## config.mk

```make
export PLATFORM = sky130hd
export DESIGN_NAME = breath_duty_ramp_flat
export DESIGN_NICKNAME = d
export VERILOG_FILES = /design/src/rtl/breath_duty_ramp_if.sv /design/src/rtl/breath_duty_ramp.sv /design/src/flat_wrapper.sv
export SDC_FILE = /design/constraint.sdc
export NUM_CORES = 1
export LEC_CHECK = 0
export BUFFER_PORTS_ARGS = -buffer_cell sky130_fd_sc_hd__buf_2
export CORE_MARGIN = 4
export CORE_UTILIZATION = 58
export CTS_BUF_LIST = sky130_fd_sc_hd__clkbuf_8 sky130_fd_sc_hd__clkbuf_16
export DETAILED_ROUTE_END_ITERATION = 7
export PLACE_DENSITY = 0.79
export SLEW_MARGIN = 15
export SYNTH_ARGS = -nofsm -noshare
export SYNTH_HDL_FRONTEND = slang
export SYNTH_SLANG_ARGS = --single-unit
export TNS_END_PERCENT = 30
```

## constraint.sdc

```tcl
create_clock -name clk -period 3.08 [get_ports clk]
set_input_delay 0.616 -clock clk [delete_from_list [all_inputs] [get_ports clk]]
set_output_delay 0.616 -clock clk [all_outputs]
set_load 0.05 [all_outputs]
```

## src/rtl/breath_duty_ramp_if.sv

```systemverilog
// Bundles the breathing-ramp control inputs and the duty/status outputs.
`default_nettype none
`timescale 1ns/1ps

interface breath_duty_ramp_if #(
  parameter int pWIDTH = 20
);
  logic              en;
  logic              period_tick;
  logic [pWIDTH-1:0] duty;
  logic              duty_valid;
  logic              pwm_en;
  logic [2:0]        phase;
  logic              cycle_done;

  modport master (
    output en, period_tick,
    input  duty, duty_valid, pwm_en, phase, cycle_done
  );

  modport slave (
    input  en, period_tick,
    output duty, duty_valid, pwm_en, phase, cycle_done
  );
endinterface

`default_nettype wire

```

## src/rtl/breath_duty_ramp.sv

```systemverilog
// breath_duty_ramp: period-aligned duty ramp (rise, hold, fall, hold) for the breathing-LED PWM.
// Rev 1.0
`default_nettype none
`timescale 1ns/1ps

module breath_duty_ramp #(
  parameter int pWIDTH  = 20,
  parameter int pPERIOD = 1000000,
  parameter int pSTEP   = 20000,
  parameter int pHOLD   = 50
) (
  input  logic                   clk,
  input  logic                   rst_n,
  breath_duty_ramp_if.slave      bus
);

  typedef enum logic [2:0] {
    IDLE    = 3'd0,
    RISE    = 3'd1,
    HOLD_HI = 3'd2,
    FALL    = 3'd3,
    HOLD_LO = 3'd4
  } state_t;

  localparam int                HW        = (pHOLD > 1) ? $clog2(pHOLD) : 1;
  localparam logic [HW-1:0]     HOLD_LAST = HW'(pHOLD - 1);
  localparam logic [pWIDTH-1:0] PERIOD_N  = pWIDTH'(pPERIOD);
  localparam logic [pWIDTH-1:0] STEP_N    = pWIDTH'(pSTEP);

  state_t            state_q;
  logic [pWIDTH-1:0] duty_q;
  logic [HW-1:0]     hold_q;
  logic              dv_q;
  logic              pwm_en_q;
  logic              cd_q;

  // Limit tests are done one bit wider so PERIOD-STEP and the step compare never wrap.
  logic [pWIDTH:0]   rise_lim_d;
  logic              at_top_d;
  logic              at_bot_d;
  logic [pWIDTH-1:0] duty_up_d;
  logic [pWIDTH-1:0] duty_dn_d;

  assign rise_lim_d = {1'b0, PERIOD_N} - {1'b0, STEP_N};
  assign at_top_d   = {1'b0, duty_q} >= rise_lim_d;
  assign at_bot_d   = {1'b0, duty_q} <= {1'b0, STEP_N};
  assign duty_up_d  = duty_q + STEP_N;
  assign duty_dn_d  = duty_q - STEP_N;

  always_ff @(posedge clk or negedge rst_n) begin
    if (!rst_n) begin
      state_q  <= IDLE;
      duty_q   <= '0;
      hold_q   <= '0;
      dv_q     <= 1'b0;
      pwm_en_q <= 1'b0;
      cd_q     <= 1'b0;
    end else begin
      dv_q <= 1'b0;
      cd_q <= 1'b0;
      if (!bus.en) begin
        state_q  <= IDLE;
        duty_q   <= '0;
        hold_q   <= '0;
        pwm_en_q <= 1'b0;
      end else begin
        pwm_en_q <= 1'b1;
        case (state_q)
          IDLE: begin
            // The tick coinciding with enable is deliberately dropped.
            state_q <= RISE;
          end
          RISE: if (bus.period_tick) begin
            dv_q <= 1'b1;
            if (at_top_d) begin
              duty_q  <= PERIOD_N;
              hold_q  <= '0;
              state_q <= HOLD_HI;
            end else begin
              duty_q  <= duty_up_d;
            end
          end
          HOLD_HI: if (bus.period_tick) begin
            if (hold_q == HOLD_LAST) begin
              hold_q  <= '0;
              state_q <= FALL;
            end else begin
              hold_q  <= hold_q + 1'b1;
            end
          end
          FALL: if (bus.period_tick) begin
            dv_q <= 1'b1;
            if (at_bot_d) begin
              duty_q  <= '0;
              hold_q  <= '0;
              state_q <= HOLD_LO;
            end else begin
              duty_q  <= duty_dn_d;
            end
          end
          HOLD_LO: if (bus.period_tick) begin
            if (hold_q == HOLD_LAST) begin
              hold_q  <= '0;
              cd_q    <= 1'b1;
              state_q <= RISE;
            end else begin
              hold_q  <= hold_q + 1'b1;
            end
          end
          default: begin
            state_q  <= IDLE;
            duty_q   <= '0;
            hold_q   <= '0;
            pwm_en_q <= 1'b0;
          end
        endcase
      end
    end
  end

  assign bus.duty       = duty_q;
  assign bus.duty_valid = dv_q;
  assign bus.pwm_en     = pwm_en_q;
  assign bus.phase      = state_q;
  assign bus.cycle_done = cd_q;

endmodule

`default_nettype wire

```

## src/flat_wrapper.sv

```systemverilog
// flat-port wrapper written by rule: the top's interface ports become plain ports
module breath_duty_ramp_flat 
#(
  parameter int pWIDTH  = 20,
  parameter int pPERIOD = 1000000,
  parameter int pSTEP   = 20000,
  parameter int pHOLD   = 50
)
  (clk, rst_n, bus_en, bus_period_tick, bus_duty, bus_duty_valid, bus_pwm_en, bus_phase, bus_cycle_done);
  breath_duty_ramp_if #(.pWIDTH(pWIDTH)) bus_i ();
  input  logic clk;
  input  logic rst_n;
  input wire logic [$bits(bus_i.en)-1:0] bus_en;
  input wire logic [$bits(bus_i.period_tick)-1:0] bus_period_tick;
  output wire logic [$bits(bus_i.duty)-1:0] bus_duty;
  output wire logic [$bits(bus_i.duty_valid)-1:0] bus_duty_valid;
  output wire logic [$bits(bus_i.pwm_en)-1:0] bus_pwm_en;
  output wire logic [$bits(bus_i.phase)-1:0] bus_phase;
  output wire logic [$bits(bus_i.cycle_done)-1:0] bus_cycle_done;
  assign bus_i.en = bus_en;
  assign bus_i.period_tick = bus_period_tick;
  assign bus_duty = bus_i.duty;
  assign bus_duty_valid = bus_i.duty_valid;
  assign bus_pwm_en = bus_i.pwm_en;
  assign bus_phase = bus_i.phase;
  assign bus_cycle_done = bus_i.cycle_done;
  breath_duty_ramp #(.pWIDTH(pWIDTH), .pPERIOD(pPERIOD), .pSTEP(pSTEP), .pHOLD(pHOLD)) u_core (.clk(clk), .rst_n(rst_n), .bus(bus_i));
endmodule
```

-- Yosys cells after proc, flatten, opt, wreduce, memory -nomap -nowiden
Index checks and enable logic that the tools add are counted.
- reduce and logical (&&, ||, !) cells: 8
- $add $sub $neg: 3
- order comparisons: 2
- equal/unequal tests: 16
- muxes and demuxes: 33
- operators with widths (operator ; number):
    $mux 20 ; 5
    $pmux 20 s3 ; 1
    $mux 6 ; 7
    $mux 3 ; 9
    $pmux 6 s4 ; 1
    $add 20x15->20 const B ; 1
    $ge 20x20->1 const B ; 1
    $le 20x15->1 const B ; 1
    $sub 20x15->20 const B ; 1
    $ne 3x2->1 const B ; 5
    $pmux 3 s5 ; 1
    $ne 3x3->1 const B ; 4
    $mux 1 ; 9
    $reduce_and 8->1 ; 1
    $add 6x1->6 const B ; 1
    $eq 3x2->1 const B ; 2
    $eq 6x6->1 const B ; 1
    $reduce_and 6->1 ; 1
    $reduce_or 5->1 ; 1
    $ne 2x2->1 const B ; 2
    $reduce_or 2->1 ; 2
    $eq 3x1->1 const B ; 1
    $eq 3x3->1 const B ; 1
    $logic_not 3->1 ; 1
    2 further kinds ; 2
- output and inout bits: 26
- flip-flop bits (word level): 32
- logic and storage cells: 68

-- Longest topological paths before layout
- depth in word-level cells: 5
- gate-level depth with buffers: 9
- mapped depth without buffers: 8

-- Worst setup path before layout
No wires, ideal clock.
- path kind: register to register
- start point: reg u_core.duty_q[16] (netlist: u_core.bus.duty[16])
- end point: reg u_core.hold_q[2]
- data required time: 2.958 ns
- cell stages (with the launch flop): 8
- library setup time: 0.122 ns
- slack: 0.275 ns
- arrival time: 2.684 ns
- period minus slack after synthesis: 2.805 ns
- path through: dfrtp_1 > buf_4 > or4_4 > or4_4 > o211a_2 > nor4_4 > o21ai_1 > a32o_1
- word-level cells in the longest chain between the ends: 3
- RTL lines (what ; line ; source):
    start, declared ; breath_duty_ramp.sv:31 ; logic [pWIDTH-1:0] duty_q;
    start signal, assigned ; breath_duty_ramp.sv:80 ; duty_q <= duty_up_d;
    start signal, assigned ; breath_duty_ramp.sv:98 ; duty_q <= duty_dn_d;
    $le 20x15->1 or $ge 20x20->1 (tied branches) ; breath_duty_ramp.sv:46, breath_duty_ramp.sv:45 ;
    $ne 3x2->1 (no line) ; n/a ;
    $reduce_and 6->1 (no line) (*) ; n/a ;
    end signal, assigned ; breath_duty_ramp.sv:88 ; hold_q <= hold_q + 1'b1;
    end signal, assigned ; breath_duty_ramp.sv:107 ; hold_q <= hold_q + 1'b1;
    end, declared ; breath_duty_ramp.sv:32 ; logic [HW-1:0] hold_q;
Every way passes the cells marked *; elsewhere a longest branch is shown, timed or not.
A chain may end at the register's enable or synchronous reset.

-- Worst setup path in the final report
- start point: reg u_core.duty_q[17] (netlist: u_core.bus.duty[17])
- end point: reg u_core.duty_q[13] (netlist: u_core.bus.duty[13])
- word-level cells in the longest chain between the ends: 5
- RTL lines (what ; line ; source):
    $le 20x15->1 or $ge 20x20->1 (tied branches) ; breath_duty_ramp.sv:46, breath_duty_ramp.sv:45 ;
    $mux 20 (on tied branches) ; breath_duty_ramp.sv:93, breath_duty_ramp.sv:75 ;
    $mux 20 (on tied branches) ; breath_duty_ramp.sv:91, breath_duty_ramp.sv:73 ;
    $pmux 20 s3 (*) ; breath_duty_ramp.sv:68 ; case (state_q)
    $mux 20 (*) ; breath_duty_ramp.sv:61 ; if (!bus.en) begin
Every way passes the cells marked *; elsewhere a longest branch is shown, timed or not. The select of a mux whose other input is x is not followed.

==> flow_summary.ini <==
[timing]
maxSlewHeadroom_pct = 41.1
min_period_ns = 2.67
post-route-period-util_pct = 86.7
max_clock_freq_mhz = 374
rsz0062_at_grt = false
hold_slack_ns = 0.352
tns_ns = 0
hold_violations = 0
worst_slack_ns = 0.408
setup_violations = 0
finClkSkew_ns = 0.00545
slew_viol_final = 0
worst_pin_slew_ns = 0.879

[run]
max_cap_viol_count = 0

[critical_path]
critPathLaunchType = flip-flop
crit_slowest_cell = o211ai_1
reg2reg_to = u_core.bus.duty[13]
ff2ff_path_depth = 5
crit_path_max_incr_delay_ns = 0.73
crit_arrival_ns = 2.85
end_kind = flip-flop
cp_top_family = compound AO/OA/AOI/OAI gates
r2r_start = u_core.bus.duty[17]
crit_buf_inv = 0
path_max_fanout = 12
worst-r2r-setup-slack_ns = 0.41
crit_type = flip-flop to flip-flop
critPathRequiredTime_ns = 3.26
cp_cell_sequence = or4_4, or2_2, o211ai_1, o21ai_0, a32o_1

[grt]
overflow = 0
grt_pass1_vias = 1872
grt_usage_pct = 25.5
grt_max_degree = 28
grt_pass1_wl_um = 9000
antenna_found_initial = 0

[synth]
yosysWarningCount = 0
syn_area_per_cell_um2 = 7.91
synth_area_leader_cell = dfrtp_1
syn_area_um2 = 2120
yosysTopAreaCellShare_pct = 31.9
syn_inst = 268
synthArstFlopShare_pct = 100
synth.area.top_cells = dfrtp_1, a21oi_1, nand2_1
ys_ff_latch = 27
synth_ff_type = dfrtp_1
synth-edff-count = 0
seq_area_frac_synth_pct = 31.9
synth_cell_types = 55

[die]
start_util_pct = 61.6
dieArea_um2 = 4690
ios = 30
std_cell_rows = 21
fp.dieW_um = 68.5
design.core.area_um2 = 3440
fp.dieH_um = 68.5

[pwr]
ir_worst_vdd_uv = 243
p_comb_share_pct = 30.6
p_total_mw = 0.859
seq_power_share_pct = 44.8
p_clk_share_pct = 24.5
power.switching_mw = 0.324
power_density_nw_per_um2 = 373
p_leak_nw = 1.02
intPower_mw = 0.535
netSwitchingFraction_pct = 37.7

[min_path]
min-delay-path-class = input port to async pin

[clock_tree]
clkLatencyLatePin_ns = 0.28
worst_setup_hold_path_clk_slew_ns = 0.10
cts_resized = 0
cts_buffers = 3
postCtsSetupBuffers = 0
h-tree-depth = 1
cts-hold-fix-buffers = 0
cts.sink_count = 27
clockBufferDepth = 2
tritoncts = done
root_buffer = clkbuf_8

[finish]
layout-drive-gt1-share_pct = 16.2
n_fill_cell = 323
layout.cells.non_filler = 330
nNetsFinal = 294
antenna_cells = 0
syn2layout_area_growth_pct = 8.67

[detailed_routing]
finalWirelength_um = 5510
routed_via_density = 6.53
vias = 2154
drt_first_pass_iters = 5
drt_iter0_markers = 210
drc = 0
routedWlPerCell_um = 16.7
final_antenna_net_count = 0

[place]
dp_slack_ns = 0.449
portBuffers = 24
place_inst = 326
gp_congestion = 0.942
detailed_place_hpwl_um = 3910

[run_status]
status = finished, final reports clean
==> area by class of cell <==
type,count,area [um2],share of cell area (%)
Clock buffer,3,41.3,1.79
Clock inverter,1,7.51,0.326
Inverter,7,26.3,1.14
Timing Repair Buffer,33,188,8.14
Tap cell,46,57.6,2.50
Sequential cell,27,676,29.3
Multi-Input combinational cell,213,1310,56.8
==> cells in the final DEF, fill, tap and decap left out, drive strengths merged, types with 3 or more instances in the layout <==
cell type / instances
a21o: 3
a21oi: 23
a32o: 6
and2: 5
and3: 4
buf: 33
clkbuf: 3
conb: 5
dfrtp: 27
ha: 5
inv: 7
nand2: 24
nand3: 10
nand4: 4
nor2: 22
nor2b: 6
nor3: 9
o211ai: 5
o21ai: 19
o22ai: 7
or2: 3
or3: 3
or4: 7
xor2: 6
==> Yosys cell counts, types with 2 or more instances <==
library cell / instances
nand2_1: 24
a31o_2: 2
a32o_1: 6
o31ai_1: 2
or3_1: 3
nand3_1: 10
o211ai_1: 5
inv_1: 7
nand3b_1: 2
o21ai_1: 4
or2_2: 3
or4_1: 5
a21oi_1: 23
clkbuf_1: 16
nor2_1: 22
o2bb2ai_1: 2
buf_4: 6
xor2_1: 6
ha_1: 5
nor3_1: 9
o221ai_1: 2
nand2b_1: 2
a211oi_1: 2
or4_4: 2
and3_1: 4
nand4_1: 4
dfrtp_1: 27
nor2b_1: 6
a21boi_0: 2
xnor2_1: 2
o32ai_1: 2
o21ai_0: 15
a21o_1: 3
o22ai_1: 7
and2_1: 5
o21a_1: 2
==> worst reg2reg max path, delay by kind of cell (launching register included) <==
kind	cells	cell delay (ns)
compound gates	3	1.26
simple gates	2	0.84
flops	1	0.47
==> per-layer routing <==
| metal | vias up | global-route usage (%) | part of all wire [%] |
|---|---|---|---|
| met5 | - | 0 | 0 |
| met1 | 1020 | 35.5 | 45 |
| met4 | 0 | 12.2 | 3.3 |
| li1 | 1009 | - | - |
| met2 | 103 | 38.3 | 44 |
| met3 | 22 | 3.78 | 7.0 |
==> sequential cells by signal, summed over array words and instances, names as in the netlist <==
signal,flops
u_core.bus.cycle_done,1
u_core.bus.duty,15
u_core.bus.duty_valid,1
u_core.bus.phase,3
u_core.bus.pwm_en,1
u_core.hold_q,6
==> metrics by stage <==
step | instance area [um2] | utilization (%)
6_report | 2300 | 67.0
5_1_grt | 2300 | 67.0
3_5_place_dp | 2260 | 65.5
4_1_cts | 2300 | 67.0
2_1_floorplan | 2140 | -
3_3_place_gp | 2260 | 65.5
==> worst max path at each step <==
stage | start | endpoint | slack [ns] | depth (start not counted)
2_1_floorplan | u_core.bus.duty[16] | u_core.hold_q[2] | 0.27 | 7
3_3_place_gp | u_core.bus.duty[17] | u_core.hold_q[2] | 0.48 | 6
3_5_place_dp | u_core.bus.duty[17] | u_core.bus.duty[13] | 0.45 | 5
4_1_cts | u_core.bus.duty[17] | u_core.bus.duty[13] | 0.44 | 5
5_1_grt | u_core.bus.duty[8] | u_core.bus.duty[13] | 0.19 | 5
6_report | u_core.bus.duty[17] | u_core.bus.duty[13] | 0.41 | 5
==> power by group through the flow <==
stage	clock, mW	combinational [mW]	sequential, mW
global placement	0	0.257	0.391
CTS	0.217	0.260	0.385
global route	0.236	0.286	0.388
floorplan	0	0.170	0.420
finish	0.211	0.263	0.385
detailed placement	0	0.259	0.392
==> logic make-up after synthesis <==
family                   after synthesis  share of synthesized area [%]
flip-flops                            27                           31.9
buffers and inverters                 32                           7.14
AO/OA/AOI/OAI                         86                           26.5
other                                  1                          0.177
AND/OR/NAND/NOR                      107                           27.1
multiplexers                           1                          0.472
XOR/XNOR                               8                           3.30
adder cells (fa/ha/maj)                6                           3.42
Power figures use the tool's default switching activity.
